===== src/rtl/spi_pkg.sv =====
// rtl/spi_pkg.sv - shared state encoding, defaults and helpers for the SPI master
package spi_pkg;

  localparam int SIZE_DEF = 8;
  localparam int DIV_DEF  = 2;

  typedef enum logic [2:0] {
    ST_IDLE = 3'd0,
    ST_LOAD = 3'd1,
    ST_LOW  = 3'd2,
    ST_HIGH = 3'd3,
    ST_DONE = 3'd4
  } state_t;

  // Counter width for a count of n values, never narrower than one bit
  function automatic int cnt_width(input int n);
    return (n > 1) ? $clog2(n) : 1;
  endfunction

endpackage


===== src/rtl/spi_master.sv =====
// rtl/spi_master.sv - SPI master: sequencer plus shift register datapath
module spi_master
  import spi_pkg::*;
#(
  parameter int SIZE = SIZE_DEF,
  parameter int DIV  = DIV_DEF
) (
  input  logic            Clk,
  input  logic            Rst,
  input  logic            Start,
  input  logic            Abort,
  input  logic [SIZE-1:0] Tx_data,
  input  logic            MISO,
  output logic            MOSI,
  output logic            SClk,
  output logic            CS_n,
  output logic            Busy,
  output logic            Done,
  output logic [SIZE-1:0] Rx_data
);

  logic load, shift;
  logic rst_n;

  assign rst_n = ~Rst;

  spi_master_ctrl #(.SIZE(SIZE), .DIV(DIV)) u_ctrl (
    .Clk   (Clk),
    .Rst   (Rst),
    .Start (Start),
    .Abort (Abort),
    .Busy  (Busy),
    .Done  (Done),
    .Load  (load),
    .Shift (shift),
    .SClk  (SClk),
    .CS_n  (CS_n)
  );

  spi_shift_reg #(.SIZE(SIZE)) u_sr (
    .Clk      (Clk),
    .Rst_n    (rst_n),
    .Load     (load),
    .En       (shift),
    .Data_in  (Tx_data),
    .Sin      (MISO),
    .Sout     (MOSI),
    .Data_out (Rx_data)
  );

endmodule


===== src/rtl/spi_shift_reg.sv =====
// rtl/spi_shift_reg.sv - MSB-first parallel-load shift register for SPI data
module spi_shift_reg
  import spi_pkg::*;
#(
  parameter int SIZE = SIZE_DEF
) (
  input  logic            Clk,
  input  logic            Rst_n,
  input  logic            Load,
  input  logic            En,
  input  logic [SIZE-1:0] Data_in,
  input  logic            Sin,
  output logic            Sout,
  output logic [SIZE-1:0] Data_out
);

  logic [SIZE-1:0] sr;

  // Load has priority over shifting; bits leave at the MSB and enter at the LSB
  always_ff @(posedge Clk) begin
    if (!Rst_n) begin
      sr <= '0;
    end else if (Load) begin
      sr <= Data_in;
    end else if (En) begin
      sr <= {sr[SIZE-2:0], Sin};
    end
  end

  assign Sout     = sr[SIZE-1];
  assign Data_out = sr;

endmodule


===== src/rtl/spi_master_ctrl.sv =====
// rtl/spi_master_ctrl.sv - SPI mode 0 transfer sequencer driving a companion shift register
module spi_master_ctrl
  import spi_pkg::*;
#(
  parameter int SIZE = SIZE_DEF,
  parameter int DIV  = DIV_DEF
) (
  input  logic Clk,
  input  logic Rst,
  input  logic Start,
  input  logic Abort,
  output logic Busy,
  output logic Done,
  output logic Load,
  output logic Shift,
  output logic SClk,
  output logic CS_n
);

  localparam int PW = cnt_width(DIV);
  localparam int BW = $clog2(SIZE + 1);
  localparam logic [PW-1:0] PH_LAST  = PW'(DIV - 1);
  localparam logic [BW-1:0] BIT_LAST = BW'(SIZE - 1);

  state_t        state, state_nxt;
  logic [PW-1:0] phase, phase_nxt;
  logic [BW-1:0] bit_cnt, bit_nxt;

  // State and counter registers, cleared asynchronously
  always_ff @(posedge Clk or posedge Rst) begin
    if (Rst) begin
      state   <= ST_IDLE;
      phase   <= '0;
      bit_cnt <= '0;
    end else begin
      state   <= state_nxt;
      phase   <= phase_nxt;
      bit_cnt <= bit_nxt;
    end
  end

  // Next-state and counter update; Abort overrides everything while a transfer is active
  always_comb begin
    state_nxt = state;
    phase_nxt = phase;
    bit_nxt   = bit_cnt;
    case (state)
      ST_IDLE: begin
        if (Start) begin
          state_nxt = ST_LOAD;
          phase_nxt = '0;
          bit_nxt   = '0;
        end
      end
      ST_LOAD: begin
        state_nxt = ST_LOW;
        phase_nxt = '0;
        bit_nxt   = '0;
      end
      ST_LOW: begin
        if (phase == PH_LAST) begin
          state_nxt = ST_HIGH;
          phase_nxt = '0;
        end else begin
          phase_nxt = phase + 1'b1;
        end
      end
      ST_HIGH: begin
        if (phase == PH_LAST) begin
          phase_nxt = '0;
          bit_nxt   = bit_cnt + 1'b1;
          state_nxt = (bit_cnt == BIT_LAST) ? ST_DONE : ST_LOW;
        end else begin
          phase_nxt = phase + 1'b1;
        end
      end
      ST_DONE: begin
        state_nxt = ST_IDLE;
      end
      default: begin
        state_nxt = ST_IDLE;
        phase_nxt = '0;
        bit_nxt   = '0;
      end
    endcase
    if (Abort && (state == ST_LOAD || state == ST_LOW || state == ST_HIGH)) begin
      state_nxt = ST_IDLE;
      phase_nxt = '0;
      bit_nxt   = '0;
    end
  end

  // Outputs depend on registered state only, so Start/Abort never reach them combinationally
  assign Busy  = (state != ST_IDLE);
  assign Done  = (state == ST_DONE);
  assign Load  = (state == ST_LOAD);
  assign Shift = (state == ST_HIGH) && (phase == '0);
  assign SClk  = (state == ST_HIGH);
  assign CS_n  = !(state == ST_LOAD || state == ST_LOW || state == ST_HIGH);

endmodule


===== config.mk =====
export PLATFORM = sky130hd
export DESIGN_NAME = spi_master
export DESIGN_NICKNAME = d
export VERILOG_FILES = /design/src/rtl/spi_pkg.sv /design/src/rtl/spi_master.sv /design/src/rtl/spi_shift_reg.sv /design/src/rtl/spi_master_ctrl.sv
export SDC_FILE = /design/constraint.sdc
export NUM_CORES = 1
export LEC_CHECK = 0
export ABC_AREA = 1
export CAP_MARGIN = 20
export CELL_PAD_IN_SITES_DETAIL_PLACEMENT = 0
export CELL_PAD_IN_SITES_GLOBAL_PLACEMENT = 2
export CORE_ASPECT_RATIO = 1.2
export CORE_MARGIN = 2
export CORE_UTILIZATION = 27
export DETAILED_ROUTE_END_ITERATION = 7
export PLACE_DENSITY = 0.81
export SYNTH_ARGS = -nofsm -noshare
export SYNTH_HDL_FRONTEND = slang
export SYNTH_HIERARCHICAL = 1
export SYNTH_SLANG_ARGS = --single-unit

===== constraint.sdc =====
create_clock -name Clk -period 2 [get_ports Clk]
set_input_delay 0.2 -clock Clk [delete_from_list [all_inputs] [get_ports Clk]]
set_output_delay 0.2 -clock Clk [all_outputs]
set_load 0.01 [all_outputs]

==> results.py <==
metrics = {
    "status": {
        "status": "complete, but fails checks",
        "violations": "DRC",
    },
    "clock_tree": {
        "clock_sinks": 16,
        "path_clk_slew_ns": 0.07,
        "clock_latency_ns": 0.26,
        "cts-root-buf": "clkbuf_8",
        "post_cts_buffers": 0,
        "cts_tree": "built",
        "cts_resized": 0,
        "cts.hold.buffers_added": 0,
        "cts_made_buffers": 3,
        "htreeDepth": 1,
        "cts.path.max_buffers": 2,
    },
    "floorplan": {
        "ioPinCount": 26,
        "initial_core_util": 0.286,
        "die_area_um2": 4090,
        "core-area_um2": 3400,
        "dieHeight_um": 69.6,
        "die_x_um": 58.7,
        "rows": 23,
    },
    "worst_setup_path": {
        "critPathCaptureType": "output port",
        "path_max_fanout": 6,
        "critical_path_required_ns": 1.80,
        "crit_type": "flop to output port",
        "critical_path_arrival_ns": 1.64,
        "startpoint_type": "flop",
        "r2r_slack_ns": 0.47,
    },
    "sta": {
        "clock_skew_ns": 0.00356,
        "min_period_ns": 1.84,
        "worst_pin_slew_ns": 0.448,
        "maxClockFrequency_ghz": 0.545,
        "finalHoldViolCount": 0,
        "setup_tns_ns": 0,
        "fin_crit_sh": 0.918,
        "final_max_slew_viol_count": 0,
        "setup_viol": 0,
        "slew_headroom": 0.701,
        "grt_setup_unrepaired": "no",
    },
    "final_layout": {
        "area_growth_pct": 34.3,
        "nets": 184,
        "drive_gt1_frac": 0.107,
        "finalNonFillerCells": 206,
        "antennaDiodeCount": 0,
    },
    "worst_hold_path": {
        "holdCritPathClass": "input pin to async pin",
    },
    "yosys": {
        "synth_area_um2": 970,
        "synth_nets": 156,
        "ys_seq_elements": 16,
        "seq_area_frac_synth": 0.372,
        "yosysWarnings": 6,
        "netlist_instances": 142,
        "synth_area_per_cell_um2": 6.83,
        "ys_types": 21,
    },
    "placement": {
        "io_buffers": 25,
        "detailed_place_hpwl_um": 1730,
        "gp_congestion": 0.746,
        "dp_cells": 202,
    },
    "global_route": {
        "grt_util_all_layers": 0.124,
        "grt_max_degree": 11,
        "grt_pass1_wl_um": 3900,
        "grt_pass1_vias": 919,
        "grt_overflow": 0,
        "grt_antenna_before_repair": 0,
    },
    "power": {
        "leakagePower_nw": 0.674,
        "power.density_nw_per_um2": 1220,
        "ir_drop_v": 0.000487,
    },
    "detailed_routing": {
        "routed_via_density": 4.50,
        "routedWlPerCell_um": 10.9,
        "wl_um": 2260,
        "dr_total_vias": 928,
        "first_iter_violations": 61,
        "dr.pass1.iters": 6,
        "drtAntennaViolNets": 0,
        "drc_errors": 3,
    },
    "run": {
        "max-cap-violations": 0,
    },
}
## cell families after synthesis
family / after synthesis / share of synthesized area
AOI/OAI and AO/OA: 5 / 0.0297
xor gates and xnor gates: 1 / 0.00903
adders and majority gates: 1 / 0.0129
buffers and inverters: 26 / 0.116
DFF: 16 / 0.372
and+or+nand+nor: 93 / 0.461
## critical path: stages (launching register included)
cell             delay [ns]
dfrtp_1                0.43
nor2_2                 0.24
inv_1                  0.08
nor2_1                 0.09
clkdlybuf4s50_1        0.54
## cell type report
class	instances	area, µm²
Clock buffer	4	55.1
Fill cell	407	2090
Inverter	23	86.3
Multi-Input combinational cell	100	497
Sequential cell	16	360
Tap cell	37	46.3
Timing Repair Buffer	26	258
## power breakdown
part,internal [mW],switching [mW],total [mW]
clock network,0.175,0.123,0.298
registers,0.407,0.0754,0.482
logic,0.354,0.455,0.809
## path summary, 6_finish.rpt
kind / start / end / cells after the start
worst max-delay path: u_ctrl/state[1]$_DFFE_PP0P_ / Done / 4
worst min-delay path: Rst / u_ctrl/bit_cnt[1]$_DFFE_PP0P_ / 2
worst max register to register: u_ctrl/state[1]$_DFFE_PP0P_ / u_sr/Data_out[0]$_SDFFE_PN0P_ / 9
worst min register to register: u_sr/Data_out[6]$_SDFFE_PN0P_ / u_sr/Data_out[6]$_SDFFE_PN0P_ / 2
max in group asynchronous: Rst / u_ctrl/bit_cnt[3]$_DFFE_PP0P_ / 2
min in group Clk: u_sr/Data_out[6]$_SDFFE_PN0P_ / u_sr/Data_out[6]$_SDFFE_PN0P_ / 2
## cells in the mapped netlist (all sizes together)
master / instances / area share
o21ai: 2 / 0.014
nand2: 53 / 0.23
dfxtp: 8 / 0.17
nor2: 15 / 0.090
ha: 1 / 0.013
nand4: 2 / 0.013
nand3: 23 / 0.13
xor2: 1 / 0.0090
inv: 23 / 0.089
buf: 3 / 0.027
a21oi: 3 / 0.015
dfrtp: 8 / 0.21
## routing by layer
metal / GRT usage / part of all wire
met1: 0.135 / 0.43
met2: 0.221 / 0.49
met3: 0.0224 / 0.052
met4: 0.0606 / 0.028
met5: 0 / 0
## stage by stage
stage	utilization	hold slack, ns	total power [mW]	worst slack [ns]	cell area (µm²)
finish	0.384	0.233	1.59	0.163	1300
global route	0.384	0.256	1.75	0.0547	1300
CTS	0.384	0.243	1.62	0.148	1300
detailed placement	0.367	0.480	1.32	0.437	1250
global placement	0.367	0.476	1.32	0.448	1250
floorplan	-	0.0157	1.03	0.685	970
## layout by cell type (no fill, tap or decap)
cell type        instances
nand3_4                  1
o21ai_2                  1
inv_2                    2
nand3_1                 22
clkdlybuf4s50_1         25
dfxtp_1                  8
nor2_4                   1
buf_4                    1
inv_1                   21
nand4_1                  2
o21ai_1                  1
dfrtp_1                  8
nor2_1                  10
nand2_2                  2
nor2_2                   3
clkbuf_8                 4
nand2_4                  2
ha_1                     1
nor2_8                   1
nand2_1                 49
a21oi_1                  3
xor2_1                   1
## flip-flops by register name, summed over array words and instances (netlist names)
name and cells:
u_ctrl/state 3, u_sr/Data_out 8, u_ctrl/bit_cnt 4, u_ctrl/phase 1
Note: power is estimated with default switching activity, not from simulation.
